`src/rtl/fs332_pipe_if.sv`:
```
// fs332_pipe_if: operand/result bundle for the 3-operand subtractor.
// Carries both valid/ready handshakes; zero exists only with FS332_ZERO_EN.
//
// Signals:
//   in_valid/in_ready    input handshake (producer -> subtractor)
//   a, b, c, bi0, bi1    minuend, subtrahends and borrow-ins
//   out_valid/out_ready  output handshake (subtractor -> consumer)
//   d, bo0, bo1          difference and borrow-outs
//   zero                 d == 0 (FS332_ZERO_EN only)
// Modports:
//   master  producer/consumer side (drives operands and out_ready)
//   slave   subtractor side
interface fs332_pipe_if #(
    parameter int WIDTH = 32
);
    logic             in_valid;
    logic             in_ready;
    logic [WIDTH-1:0] a;
    logic [WIDTH-1:0] b;
    logic [WIDTH-1:0] c;
    logic             bi0;
    logic             bi1;
    logic             out_valid;
    logic             out_ready;
    logic [WIDTH-1:0] d;
    logic             bo0;
    logic             bo1;
`ifdef FS332_ZERO_EN
    logic             zero;

    modport master (
        output in_valid, a, b, c, bi0, bi1, out_ready,
        input  in_ready, out_valid, d, bo0, bo1, zero
    );

    modport slave (
        input  in_valid, a, b, c, bi0, bi1, out_ready,
        output in_ready, out_valid, d, bo0, bo1, zero
    );
`else
    modport master (
        output in_valid, a, b, c, bi0, bi1, out_ready,
        input  in_ready, out_valid, d, bo0, bo1
    );

    modport slave (
        input  in_valid, a, b, c, bi0, bi1, out_ready,
        output in_ready, out_valid, d, bo0, bo1
    );
`endif
endinterface

```
`src/rtl/fs332_pipe.sv`:
```
// fs332_pipe: two-stage pipelined subtractor, d = a - b - c with borrows.
// Optional macro FS332_ZERO_EN adds a registered zero flag (d == 0).
//
// Ports:
//   clk     system clock, rising edge
//   resetl  asynchronous active-low reset
//   bus     fs332_pipe_if.slave: in_valid/in_ready, a/b/c/bi0/bi1,
//           out_valid/out_ready, d/bo0/bo1 (and zero with FS332_ZERO_EN)
//
// Stage 1 computes a - b - bi0 and carries c/bi1 forward.
// Stage 2 computes st - c - bi1; its register drives the outputs.
module fs332_pipe #(
    parameter int WIDTH = 32
) (
    input logic        clk,
    input logic        resetl,
    fs332_pipe_if.slave bus
);

    // Handshake advance terms
    logic adv1;
    logic adv2;

    // Stage 1 register
    logic             s1_valid_q, s1_valid_d;
    logic [WIDTH-1:0] st_q,       st_d;
    logic             bo0_s1_q,   bo0_s1_d;
    logic [WIDTH-1:0] c_s1_q,     c_s1_d;
    logic             bi1_s1_q,   bi1_s1_d;

    // Stage 2 register
    logic             s2_valid_q, s2_valid_d;
    logic [WIDTH-1:0] d_q,        d_d;
    logic             bo0_q,      bo0_d;
    logic             bo1_q,      bo1_d;
`ifdef FS332_ZERO_EN
    logic             zero_q,     zero_d;
`endif

    // Extended differences: top bit is the borrow-out
    logic [WIDTH:0] diff1;
    logic [WIDTH:0] diff2;

    // A stage may advance if it is empty or its successor advances,
    // so a full pipe still accepts when the consumer takes the output.
    assign adv2 = !s2_valid_q || bus.out_ready;
    assign adv1 = !s1_valid_q || adv2;

    always_comb begin
        diff1 = {1'b0, bus.a}
              - {1'b0, bus.b}
              - {{WIDTH{1'b0}}, bus.bi0};
    end

    always_comb begin
        diff2 = {1'b0, st_q}
              - {1'b0, c_s1_q}
              - {{WIDTH{1'b0}}, bi1_s1_q};
    end

    // Stage 1 next state: data loads on every advance, valid or not
    always_comb begin
        s1_valid_d = s1_valid_q;
        st_d       = st_q;
        bo0_s1_d   = bo0_s1_q;
        c_s1_d     = c_s1_q;
        bi1_s1_d   = bi1_s1_q;
        if (adv1) begin
            s1_valid_d = bus.in_valid;
            st_d       = diff1[WIDTH-1:0];
            bo0_s1_d   = diff1[WIDTH];
            c_s1_d     = bus.c;
            bi1_s1_d   = bus.bi1;
        end
    end

    // Stage 2 next state
    always_comb begin
        s2_valid_d = s2_valid_q;
        d_d        = d_q;
        bo0_d      = bo0_q;
        bo1_d      = bo1_q;
`ifdef FS332_ZERO_EN
        zero_d     = zero_q;
`endif
        if (adv2) begin
            s2_valid_d = s1_valid_q;
            d_d        = diff2[WIDTH-1:0];
            bo0_d      = bo0_s1_q;
            bo1_d      = diff2[WIDTH];
`ifdef FS332_ZERO_EN
            zero_d     = (diff2[WIDTH-1:0] == '0);
`endif
        end
    end

    always_ff @(posedge clk or negedge resetl) begin
        if (!resetl) begin
            s1_valid_q <= 1'b0;
            st_q       <= '0;
            bo0_s1_q   <= 1'b0;
            c_s1_q     <= '0;
            bi1_s1_q   <= 1'b0;
        end else begin
            s1_valid_q <= s1_valid_d;
            st_q       <= st_d;
            bo0_s1_q   <= bo0_s1_d;
            c_s1_q     <= c_s1_d;
            bi1_s1_q   <= bi1_s1_d;
        end
    end

    always_ff @(posedge clk or negedge resetl) begin
        if (!resetl) begin
            s2_valid_q <= 1'b0;
            d_q        <= '0;
            bo0_q      <= 1'b0;
            bo1_q      <= 1'b0;
        end else begin
            s2_valid_q <= s2_valid_d;
            d_q        <= d_d;
            bo0_q      <= bo0_d;
            bo1_q      <= bo1_d;
        end
    end

`ifdef FS332_ZERO_EN
    always_ff @(posedge clk or negedge resetl) begin
        if (!resetl) begin
            zero_q <= 1'b0;
        end else begin
            zero_q <= zero_d;
        end
    end

    assign bus.zero = zero_q;
`endif

    assign bus.in_ready  = adv1;
    assign bus.out_valid = s2_valid_q;
    assign bus.d         = d_q;
    assign bus.bo0       = bo0_q;
    assign bus.bo1       = bo1_q;

endmodule

```
`src/flat_wrapper.sv`:
```
// flat-port wrapper written by rule: the top's interface ports become plain ports
module fs332_pipe_flat 
#(
    parameter int WIDTH = 32
)
  (clk, resetl, bus_in_valid, bus_a, bus_b, bus_c, bus_bi0, bus_bi1, bus_out_ready, bus_in_ready, bus_out_valid, bus_d, bus_bo0, bus_bo1);
  fs332_pipe_if #(.WIDTH(WIDTH)) bus_i ();
  input logic clk;
  input logic resetl;
  input wire logic [$bits(bus_i.in_valid)-1:0] bus_in_valid;
  input wire logic [$bits(bus_i.a)-1:0] bus_a;
  input wire logic [$bits(bus_i.b)-1:0] bus_b;
  input wire logic [$bits(bus_i.c)-1:0] bus_c;
  input wire logic [$bits(bus_i.bi0)-1:0] bus_bi0;
  input wire logic [$bits(bus_i.bi1)-1:0] bus_bi1;
  input wire logic [$bits(bus_i.out_ready)-1:0] bus_out_ready;
  output wire logic [$bits(bus_i.in_ready)-1:0] bus_in_ready;
  output wire logic [$bits(bus_i.out_valid)-1:0] bus_out_valid;
  output wire logic [$bits(bus_i.d)-1:0] bus_d;
  output wire logic [$bits(bus_i.bo0)-1:0] bus_bo0;
  output wire logic [$bits(bus_i.bo1)-1:0] bus_bo1;
  assign bus_i.in_valid = bus_in_valid;
  assign bus_i.a = bus_a;
  assign bus_i.b = bus_b;
  assign bus_i.c = bus_c;
  assign bus_i.bi0 = bus_bi0;
  assign bus_i.bi1 = bus_bi1;
  assign bus_i.out_ready = bus_out_ready;
  assign bus_in_ready = bus_i.in_ready;
  assign bus_out_valid = bus_i.out_valid;
  assign bus_d = bus_i.d;
  assign bus_bo0 = bus_i.bo0;
  assign bus_bo1 = bus_i.bo1;
  fs332_pipe #(.WIDTH(WIDTH)) u_core (.clk(clk), .resetl(resetl), .bus(bus_i));
endmodule
```
`config.mk`:
```
export PLATFORM = sky130hd
export DESIGN_NAME = fs332_pipe_flat
export DESIGN_NICKNAME = d
export VERILOG_FILES = /design/src/rtl/fs332_pipe_if.sv /design/src/rtl/fs332_pipe.sv /design/src/flat_wrapper.sv
export SDC_FILE = /design/constraint.sdc
export NUM_CORES = 1
export LEC_CHECK = 0
export ABC_CLOCK_PERIOD_IN_PS = 3450
export BUFFER_PORTS_ARGS = -buffer_cell sky130_fd_sc_hd__buf_2
export CAP_MARGIN = 20
export CORE_MARGIN = 4
export CORE_UTILIZATION = 59
export CTS_CLUSTER_SIZE = 16
export DETAILED_ROUTE_END_ITERATION = 10
export GPL_TIMING_DRIVEN = 0
export PLACE_DENSITY = 0.9
export SYNTH_ARGS = -nofsm -noshare
export SYNTH_HDL_FRONTEND = slang
export SYNTH_SLANG_ARGS = --single-unit
```
`constraint.sdc`:
```
create_clock -name clk -period 3.45 [get_ports clk]
set_input_delay 0.345 -clock clk [delete_from_list [all_inputs] [get_ports clk]]
set_output_delay 0.345 -clock clk [all_outputs]
set_load 0.1 [all_outputs]
```
==> impl_metrics.py <==
metrics = {
    "timing": {
        "hold_slack_ps": 181,
        "setup_violations": 0,
        "min_period_ps": 3170,
        "slew_headroom_pct": 57.9,
        "fmax_mhz": 315,
        "clock_skew_ps": 12.0,
        "finalCritPeriodShare_pct": 92.0,
        "finalHoldViolCount": 0,
        "final.setup.worst_slack_ps": 277,
        "final.setup.tns_ps": 0,
        "tightestPinTransition_ps": 615,
        "drv_slew": 0,
        "rsz0062_at_grt": "no",
    },
    "logic_synthesis": {
        "synth_seq_cells": 102,
        "syn-instance-count": 1102,
        "synth_compound_area_share_pct": 20.2,
        "syn_area_um2": 8730,
        "synth_mux_area_share_pct": 0.459,
        "synth_edf_count": 0,
        "synthFlopType": "dfrtp_1",
        "yosysMostFrequentCell": "inv_1",
        "yosys_warnings": 0,
        "synth_top_cell_by_area": "dfrtp_1",
        "synthSimpleGateAreaFrac_pct": 16.2,
        "synth_top_area_share_pct": 29.2,
        "ys_types": 70,
        "synthXorXnorAreaFrac_pct": 5.02,
        "synth_fp_nets": 1332,
        "ys_top_cells_by_count": "inv_1 (201), nand2_1 (164), ha_1 (124), dfrtp_1 (102), a21oi_1 (96)",
        "synthTopCellsByArea": "dfrtp_1 (29%), ha_1 (18%), inv_1 (8.6%)",
        "ys_seq_area_share_pct": 29.2,
        "synthArstFlopShare_pct": 100,
        "synth_fa_ha_area_share_pct": 18.7,
        "synth_top_family_by_area": "compound AO/OA/AOI/OAI gates",
        "syn_area_per_cell_um2": 7.92,
    },
    "floorplanning": {
        "die_x_um": 130,
        "start_util_pct": 60.1,
        "die_h_um": 130,
        "die_area_um2": 16800,
        "fp.coreArea_um2": 14500,
        "rows": 44,
        "ios": 138,
    },
    "final_layout": {
        "diodes": 0,
        "syn_to_final_growth_pct": 14.5,
        "drive_above_1_share_pct": 13.9,
        "nets": 1482,
    },
    "hold_path": {
        "holdCritPathClass": "input pin to flop",
    },
    "global_routing": {
        "grt_max_degree": 69,
        "grt_pass1_vias": 7535,
        "grt_usage_pct": 25.5,
        "grt_pass1_wl_um": 35100,
        "overflow": 0,
        "antenna_found_initial": 0,
    },
    "clocking": {
        "clock_path_buffers": 2,
        "cts_sinks": 102,
        "clk_latency_ps": 360,
        "path_clk_slew_ps": 70,
        "numCtsBuffers": 9,
        "cts_tree": "done",
        "cts_resized": 0,
        "htree_levels": 3,
        "root_buffer": "clkbuf_16",
    },
    "route": {
        "avgRoutedWirePerCell_um": 14.7,
        "vias_per_cell": 5.47,
        "drt-initial-drc-count": 567,
        "remaining_drc_errors": 0,
        "wl_um": 21100,
        "antenna_left": 0,
        "first_pass_iters": 5,
        "num_vias": 7884,
    },
    "worst_setup_path": {
        "cp-end-kind": "flop",
        "crit_arrival_ps": 3390,
        "worstSetupStartpointType": "flop",
        "required_ps": 3660,
        "worstPathMaxFanout": 5,
        "path_class": "flop to flop",
    },
    "placement": {
        "numPortBuffers": 137,
        "pre_cts_ws_ps": 207,
        "gp_congestion": 0.908,
        "dpl.hpwl_um": 16700,
    },
    "pwr": {
        "power_density_nw_per_um2": 837,
        "vdd_drop_max_uv": 437,
        "leakage_nw": 5.32,
    },
    "job": {
        "max-cap-violations": 0,
    },
    "run_status": {
        "status": "completed",
    },
}
-- stage by stage --
step	area (µm²)	util (%)	power [mW]	std cells
after floorplan	8730	-	6.13	1102
after global placement	9650	66.4	7.03	1423
after detailed placement	9680	66.6	7.22	1424
after CTS	9990	68.8	8.32	1441
after global routing	9990	68.8	8.96	1441
final	9990	68.8	8.36	1441
-- sequential cells by signal, summed over array words and instances (netlist names) --
register,flops
u_core.bi1_s1_q,1
u_core.bo0_s1_q,1
u_core.st_q,32
u_core.bus.bo0,1
u_core.c_s1_q,32
u_core.s1_valid_q,1
u_core.bus.bo1,1
u_core.bus.d,32
u_core.bus.out_valid,1
-- layout make-up --
cell class | count | area (µm²)
plain buffers | 35 | 133
clock buffers | 11 | 243
clock inverters | 5 | 65.1
fillers | 1150 | 4540
inverters | 202 | 758
multi-input cells | 763 | 5290
flip-flops and latches | 102 | 2550
well taps | 184 | 230
repair buffers | 139 | 726
-- worst max-delay path, cell delays in order, from the launching register on --
cell and delay, ps:
dfrtp_1 320, inv_1 60, fa_1 570, inv_1 60
ha_1 190, o21a_1 230, o32ai_2 420, o2bb2ai_2 180
a31oi_1 260, o31a_1 290, o21ai_0 160, xnor2_1 190
a21oi_1 100
-- report_power, final --
part           internal, mW  switching, mW
combinational          1.71           3.82
sequential             1.57          0.204
clock                 0.590          0.458
total                  3.88           4.49
-- final timing paths --
check,from,to,slack (ps),depth (start not counted)
max in group asynchronous,resetl,u_core.c_s1_q[3]$_DFFE_PN0P_,2300,3
worst min register to register,u_core.bus.bo0$_DFFE_PN0P_,u_core.bus.bo0$_DFFE_PN0P_,470,2
worst min-delay path,bus_c[4],u_core.c_s1_q[4]$_DFFE_PN0P_,180,3
worst max-delay path,u_core.bi1_s1_q$_DFFE_PN0P_,u_core.bus.d[27]$_DFFE_PN0P_,280,12
min in group asynchronous,resetl,u_core.bus.bo1$_DFFE_PN0P_,480,2
worst max register to register,u_core.bi1_s1_q$_DFFE_PN0P_,u_core.bus.d[27]$_DFFE_PN0P_,280,12
-- cells in the final DEF (no fill, tap or decap), drive strengths merged, types with 29 or more instances in the layout --
master	instances
a21o	30
a21oi	97
buf	140
clkbuf	44
dfrtp	102
ha	124
inv	204
nand2	164
nor2	63
o21ai	58
xor2	29
-- cells by family after synthesis --
kind of cell               Yosys count
muxes                                4
buffers and inverters              237
AOI/OAI and AO/OA                  268
xor gates and xnor gates            50
and+or+nand+nor                    313
DFF                                102
adders and majority gates          128
-- routing by layer --
layer	GRT usage (%)	vias to the layer above	share of wire [%]
met2	44.8	245	49
li1	-	3961	-
met1	32.5	3634	43
met5	0	-	0
met4	8.86	0	2.8
met3	3.09	44	4.6
-- repair_timing --
| action | in CTS | in global routing |
|---|---|---|
| endpoints found under the hold margin | 34 | 0 |
| buffers inserted | 0 | 0 |
| hold buffers | 1 | 0 |
Note: power is estimated with default switching activity, not from simulation.
